`config.mk`:
```
export PLATFORM = sky130hd
export DESIGN_NAME = load_store_unit
export DESIGN_NICKNAME = d
export VERILOG_FILES = /design/src/rtl/load_store_unit.sv
export SDC_FILE = /design/constraint.sdc
export NUM_CORES = 1
export LEC_CHECK = 0
export BUFFER_PORTS_ARGS = -buffer_cell sky130_fd_sc_hd__buf_2
export CAP_MARGIN = 5
export CORE_MARGIN = 2
export CORE_UTILIZATION = 54
export CTS_CLUSTER_DIAMETER = 200
export DETAILED_ROUTE_END_ITERATION = 8
export HOLD_SLACK_MARGIN = 0.03
export PLACE_DENSITY = 0.86
export SETUP_SLACK_MARGIN = 0.15
export SLEW_MARGIN = 0
export SYNTH_ARGS = -nofsm -noshare
export SYNTH_HDL_FRONTEND = slang
export SYNTH_SLANG_ARGS = --single-unit
```
`constraint.sdc`:
```
create_clock -name clk -period 8.1 [get_ports clk]
set_input_delay 0.81 -clock clk [delete_from_list [all_inputs] [get_ports clk]]
set_output_delay 0.81 -clock clk [all_outputs]
set_load 0.01 [all_outputs]
```
`src/rtl/load_store_unit.sv`:
```
// RV32I data-memory access stage: LB/LH/LW/LBU/LHU/SB/SH/SW over a req/ack bus.
// Define LSU_MISALIGN_TRAP_EN to reject misaligned H/W accesses instead of masking the low address bits.
module load_store_unit #(
    parameter int unsigned TIMEOUT = 255
) (
    input  logic        clk,
    input  logic        reset,
    input  logic        ls_req,
    input  logic        ls_we,
    input  logic [2:0]  ls_funct3,
    input  logic [31:0] ls_addr,
    input  logic [31:0] ls_wdata,
    output logic [31:0] ls_rdata,
    output logic        ls_stall,
    output logic        ls_err,
    output logic        bus_req,
    output logic        bus_we,
    output logic [31:0] bus_addr,
    output logic [3:0]  bus_be,
    output logic [31:0] bus_wdata,
    input  logic        bus_ack,
    input  logic [31:0] bus_rdata
);
    // state  | meaning
    // IDLE   | waiting for ls_req
    // BUS    | bus_req high, waiting for bus_ack or timeout
    // DONE   | one-cycle write-back slot, stall released
    localparam logic [1:0] S_IDLE = 2'd0;
    localparam logic [1:0] S_BUS  = 2'd1;
    localparam logic [1:0] S_DONE = 2'd2;

    // Counter is at least one bit wide so TIMEOUT=0 still elaborates.
    localparam int CW = (TIMEOUT > 0) ? $clog2(TIMEOUT + 1) : 1;
    localparam logic [CW-1:0] TO_CNT = CW'(TIMEOUT);

    logic [1:0]    state;
    logic [CW-1:0] wait_cnt;
    logic [2:0]    f3_q;
    logic [1:0]    off_q;

    logic          illegal;
    logic          timeout_hit;
    logic [3:0]    be_nxt;
    logic [31:0]   wdata_nxt;
    logic [7:0]    byte_sel;
    logic [15:0]   half_sel;
    logic [31:0]   load_ext;

    assign ls_stall    = ls_req && (state != S_DONE);
    assign timeout_hit = (TIMEOUT != 0) && (wait_cnt == TO_CNT);

    always_comb begin
        illegal = 1'b0;
        case (ls_funct3)
            3'b011, 3'b110, 3'b111: illegal = 1'b1;
            default:                illegal = ls_we && ls_funct3[2];
        endcase
`ifdef LSU_MISALIGN_TRAP_EN
        if (ls_funct3[1:0] == 2'b01 && ls_addr[0])
            illegal = 1'b1;
        if (ls_funct3[1:0] == 2'b10 && ls_addr[1:0] != 2'b00)
            illegal = 1'b1;
`endif
    end

    always_comb begin
        be_nxt    = 4'b1111;
        wdata_nxt = ls_wdata;
        case (ls_funct3[1:0])
            2'b00: begin
                be_nxt    = 4'b0001 << ls_addr[1:0];
                wdata_nxt = {4{ls_wdata[7:0]}};
            end
            2'b01: begin
                be_nxt    = ls_addr[1] ? 4'b1100 : 4'b0011;
                wdata_nxt = {2{ls_wdata[15:0]}};
            end
            default: ;
        endcase
    end

    always_comb begin
        case (off_q)
            2'd0:    byte_sel = bus_rdata[7:0];
            2'd1:    byte_sel = bus_rdata[15:8];
            2'd2:    byte_sel = bus_rdata[23:16];
            default: byte_sel = bus_rdata[31:24];
        endcase
        half_sel = off_q[1] ? bus_rdata[31:16] : bus_rdata[15:0];
        case (f3_q)
            3'b000:  load_ext = {{24{byte_sel[7]}}, byte_sel};
            3'b100:  load_ext = {24'd0, byte_sel};
            3'b001:  load_ext = {{16{half_sel[15]}}, half_sel};
            3'b101:  load_ext = {16'd0, half_sel};
            default: load_ext = bus_rdata;
        endcase
    end

    always_ff @(posedge clk or posedge reset) begin
        if (reset) begin
            state     <= S_IDLE;
            wait_cnt  <= '0;
            f3_q      <= 3'd0;
            off_q     <= 2'd0;
            ls_rdata  <= 32'd0;
            ls_err    <= 1'b0;
            bus_req   <= 1'b0;
            bus_we    <= 1'b0;
            bus_addr  <= 32'd0;
            bus_be    <= 4'd0;
            bus_wdata <= 32'd0;
        end else begin
            ls_err <= 1'b0;
            case (state)
                S_IDLE: begin
                    if (ls_req) begin
                        if (illegal) begin
                            state    <= S_DONE;
                            ls_err   <= 1'b1;
                            ls_rdata <= 32'd0;
                        end else begin
                            state     <= S_BUS;
                            bus_req   <= 1'b1;
                            bus_we    <= ls_we;
                            bus_addr  <= {ls_addr[31:2], 2'b00};
                            bus_be    <= be_nxt;
                            bus_wdata <= wdata_nxt;
                            f3_q      <= ls_funct3;
                            off_q     <= ls_addr[1:0];
                            wait_cnt  <= '0;
                        end
                    end
                end
                S_BUS: begin
                    // An ack landing on the timeout cycle counts as a normal completion.
                    if (bus_ack) begin
                        state   <= S_DONE;
                        bus_req <= 1'b0;
                        if (!bus_we && ls_req)
                            ls_rdata <= load_ext;
                    end else if (timeout_hit) begin
                        state    <= S_DONE;
                        bus_req  <= 1'b0;
                        ls_err   <= 1'b1;
                        ls_rdata <= 32'd0;
                    end else begin
                        wait_cnt <= wait_cnt + 1'b1;
                    end
                end
                S_DONE:  state <= S_IDLE;
                default: state <= S_IDLE;
            endcase
        end
    end
endmodule

```
* Word-level counts from Yosys, hierarchy flattened *
Cells that the tools add are included.

word-level totals
  register bits after elaboration = 116
  latch bits = 0
  memory bits (writable) = 0
  memory bits (read-only) = 0
  input port bits = 104
  memories kept = 0

operators by class
  add/sub/neg operators = 1
  $mul = 0
  divide/modulo/power cells = 0
  order comparisons = 0
  equality and inequality tests = 19
  shift operators = 1
  muxes and demuxes = 33
  bitwise logic cells = 1
  reductions and logical operators = 15

operators with widths
  kind                                                                number
  32-bit 2-to-1 mux                                                   5
  32-bit one-hot mux with 2 select lines                              2
  32-bit one-hot mux with 4 select lines                              1
  8-bit 2-to-1 mux                                                    4
  8-bit one-hot mux with 3 select lines                               1
  16-bit 2-to-1 mux                                                   1
  8-bit one-hot mux with 2 select lines                               1
  3-bit == test (second input constant)                               4
  2-bit inequality test (second input constant)                       6
  5-bit AND reduction                                                 2
  1-bit 2-to-1 mux                                                    9
  8-bit by 1-bit adder with 8-bit output (second input constant)      1
  8-bit == test (second input constant)                               1
  2-bit 2-to-1 mux                                                    4
  4-bit one-hot mux with 2 select lines                               1
  2-bit by 1-bit == test with 1-bit output (second input constant)    3
  2-bit logical NOT                                                   3
  3-bit inequality test (second input constant)                       2
  4-bit 2-to-1 mux                                                    1
  1-bit one-hot mux with 2 select lines                               2
  2-bit one-hot mux with 2 select lines                               1
  4-bit AND reduction                                                 1
  1-bit by 2-bit left shift with 4-bit output (first input constant)  1
  3-bit by 1-bit == test with 1-bit output (second input constant)    1
  10 further kinds                                                    12

* Longest topological paths before layout *
  word-level depth = 6
  gate-level depth with buffers = 7
  mapped depth without buffers = 5

* Worst setup path before layout *
Ideal clock, no wire load.

  kind = in2reg
  start = input ls_funct3[1]
  end = register ls_rdata[10]
  library setup time = 0.122 ns
  data arrival time = 1.995 ns
  path slack = 5.983 ns
  stages on the path = 6
  buffers on the path = 2
  path through = a21o_1 a31oi_4 or3_1 buf_4 buf_4 a32o_1

on the way
  longest elaborated chain between the ends = 5

RTL lines
  what                                                                              line  RTL
  start: declaration                                                                10    input logic [2:0] ls_funct3,
  3-bit by 2-bit == test with 1-bit output / 3-bit == test (equally long branches)  54    case (ls_funct3)
  3-bit OR reduction *                                                              54
  1-bit 2-to-1 mux *                                                                54
  2-bit inequality test (no line) *                                                 n/a
  5-bit AND reduction (no line) *                                                   n/a
  end signal: assignment                                                            140   ls_rdata <= load_ext;
  end: declaration                                                                  13    output logic [31:0] ls_rdata,

Mark *: on every way between the ends. The rest lies on a longest branch, timed or not.
A chain may end at the register's enable or synchronous reset.

* Worst setup path after layout *
  start = input ls_funct3[1]
  end = register ls_rdata[9]

The elaborated chain is that of the path after synthesis.

==> metrics <==
status=completed; Reg2Reg Capture Point=ls_rdata[7]$_DFFE_PP0P_; HPWL after DPL=10710 um; synthesis-to-layout area growth=28.87%; Clock Path Buffers=2; Max FO, Critical Path=32; commonest non-fill, non-tap cell in the layout=buf_2; Initial Utilization=0.5495; final count of negative-setup-slack endpoints=0; drt via density=5.597; Final Max Tran Viols=0; DR iter-0 viols=318; dpl cells=889; dpl cell area=6653 um^2; YS warnings=0; Site Rows=37; Setup Skew=0.005854 ns; Via Count=5144; WL final=15570 um; Synth area leader=dfrtp_1; Syn Area/Cell=9.593 um^2; global-route wire length before repair=24870 um; H-tree depth=4; ANT cells=0; mapped cell area=5622 um^2; CTS tree=yes; most frequent cells in the layout=buf_2, nand2_1, dfrtp_1; EDFF count, synth=0; overall power=0.002607 W; DR WL/cell=16.94 um; clk slew on worst S/H paths=0.06 ns; RSZ-0062 raised after global routing=no; metal2 WL=7578 um; DRC=0; # nets final=877; Yosys reg bits=116; R2R Path Start=wait_cnt[0]$_DFFE_PP0P_; Synth cell types=51; final non-filler cell area=7244 um^2; Setup CP Type=input port to flip-flop; Worst setup EP type=flip-flop; Peak supply drop=0.0001885 V; Leak Pwr=3.840 nW; Slew headroom=0.1567; sequential element share of the synthesized area=0.5164; TritonCTS Sinks=116; CP arrival=3.20 ns; largest net degree at the start of global routing=108; met1 WL=6292 um; post-cts repair resize count=0; total gr overflow=0; CP max stage cell=or3_1; Worst Tran Pin Value=1.265 ns; Routed Antenna Nets=0; crit-path cells=buf_2 -> a21o_1 -> a31oi_4 -> or3_1 -> a32o_1; Max Fclk=357.5 MHz; post-synth top area share=0.5164; root buffer selected by CTS=clkbuf_8; GRT Overall Usage=0.2829; top routing layer used=met4; share of cells above drive strength 1=0.3193; Reg2Reg Depth=5; # Max-Cap Violations=0; Fin. Hold Viols=0; gpl congestion=0.8872; Pre-antenna DRT Iters=5; initial antenna violation count=0; CTS Hold Bufs=0; power per cell area=359.8 nW/um^2; Final min period=2.797 ns; Critical Path RT=8.50 ns; WL met3=1296 um; flop-to-flop setup slack=5.35 ns; die area=11240 um^2; setup_tns=0 ns; vias in the first global route=5036; Crit path largest cell delay=0.87 ns; Async S/R FF share, synth=1.000; crit start category=input port; worst-skew pair later-pin latency=0.52 ns; IO Pins=208; Hold WC Path Type=input port to async pin; final period utilization=0.3453; Core Region=10230 um^2; Post-synth top flop=dfrtp_1; Post-Syn Instances=586; post-route insts no fill=919; Synth area leaders=dfrtp_1, nand2_1, mux2i_1, o21ai_0, o2bb2ai_1; IO Port Bufs=205; width of the die=106.0 um; die height=106.0 um; CTS buffer count=17; setup bufs post-CTS=0
## stage by stage
stage          setup slack [ns]  hold slack [ns]    util
6_report                  5.303           0.3340  0.7081
5_1_grt                   5.129           0.3765  0.7081
4_1_cts                   5.357           0.3540  0.7081
3_5_place_dp              4.807           0.4568  0.6502
3_3_place_gp              4.889           0.4526  0.6502
2_1_floorplan             4.218           0.4618       -
## power breakdown
part	internal, W	switching [W]
combinational	0.000357	0.000494
sequential	0.000805	0.000193
clock	0.000501	0.000257
## per-layer routing
layer / vias to the layer above / GRT usage
met1: 2485 / 0.3619
met2: 226 / 0.4456
met4: 0 / 0.1344
met5: - / 0
li1: 2402 / -
met3: 31 / 0.08155
## registers in the layout (all words and copies together) (netlist names)
name and cells:
bus_wdata 32, ls_rdata 32, bus_addr 30, wait_cnt 8, bus_be 4, f3_q 3
off_q 2, state 2, bus_req 1, bus_we 1, ls_err 1
## layout make-up
class | count | area, um^2
Clock buffer | 19 | 431.7
Clock inverter | 11 | 160.2
Fill cell | 815 | 2987
Inverter | 7 | 28.78
Multi-Input combinational cell | 423 | 2510
Sequential cell | 116 | 2903
Tap cell | 136 | 170.2
Timing Repair Buffer | 207 | 1041
## cell usage after synthesis, drive strengths merged (2+ instances only)
cell type    n
nand2      166
dfrtp      116
o21ai       48
mux2i       34
a21oi       22
buf         21
clkbuf      20
nor2b       17
o2bb2ai     17
o31ai       15
nor2        13
nand2b      12
or3          9
a32o         8
and3b        7
a211o        6
inv          6
o211ai       6
or4          6
nand3        4
a31oi        3
and2         3
a21o         2
and3         2
nand4        2
or2          2
or3b         2
## worst max-delay path: cells and delay by family
kind	cells	cell delay, ns
AOI/OAI and AO/OA	3	0.99
buffers and inverters	1	0.51
and+or+nand+nor	1	0.87
## worst max-delay path by stage
stage	endpoint	cells after the start	slack, ns	start
after detailed placement	ls_rdata[9]$_DFFE_PP0P_	5	4.81	ls_funct3[1]
final	ls_rdata[9]$_DFFE_PP0P_	5	5.30	ls_funct3[1]
after floorplan	bus_addr[10]$_DFFE_PP0P_	1	4.22	reset
after CTS	ls_rdata[8]$_DFFE_PP0P_	5	5.36	ls_funct3[1]
after global routing	ls_rdata[29]$_DFFE_PP0P_	4	5.13	off_q[1]$_DFFE_PP0P_
after global placement	ls_rdata[9]$_DFFE_PP0P_	5	4.89	ls_funct3[1]
## cell families after synthesis
| family | count (synthesis) | share of synthesized area |
|---|---|---|
| other | 1 | 0.0006671 |
| adder cells (fa/ha/maj) | 1 | 0.002225 |
| AND/OR/NAND/NOR | 250 | 0.2048 |
| AO/OA/AOI/OAI | 135 | 0.1709 |
| flip-flops | 116 | 0.5164 |
| multiplexers | 35 | 0.06455 |
| buffers and inverters | 48 | 0.04051 |
Power figures use the tool's default switching activity.
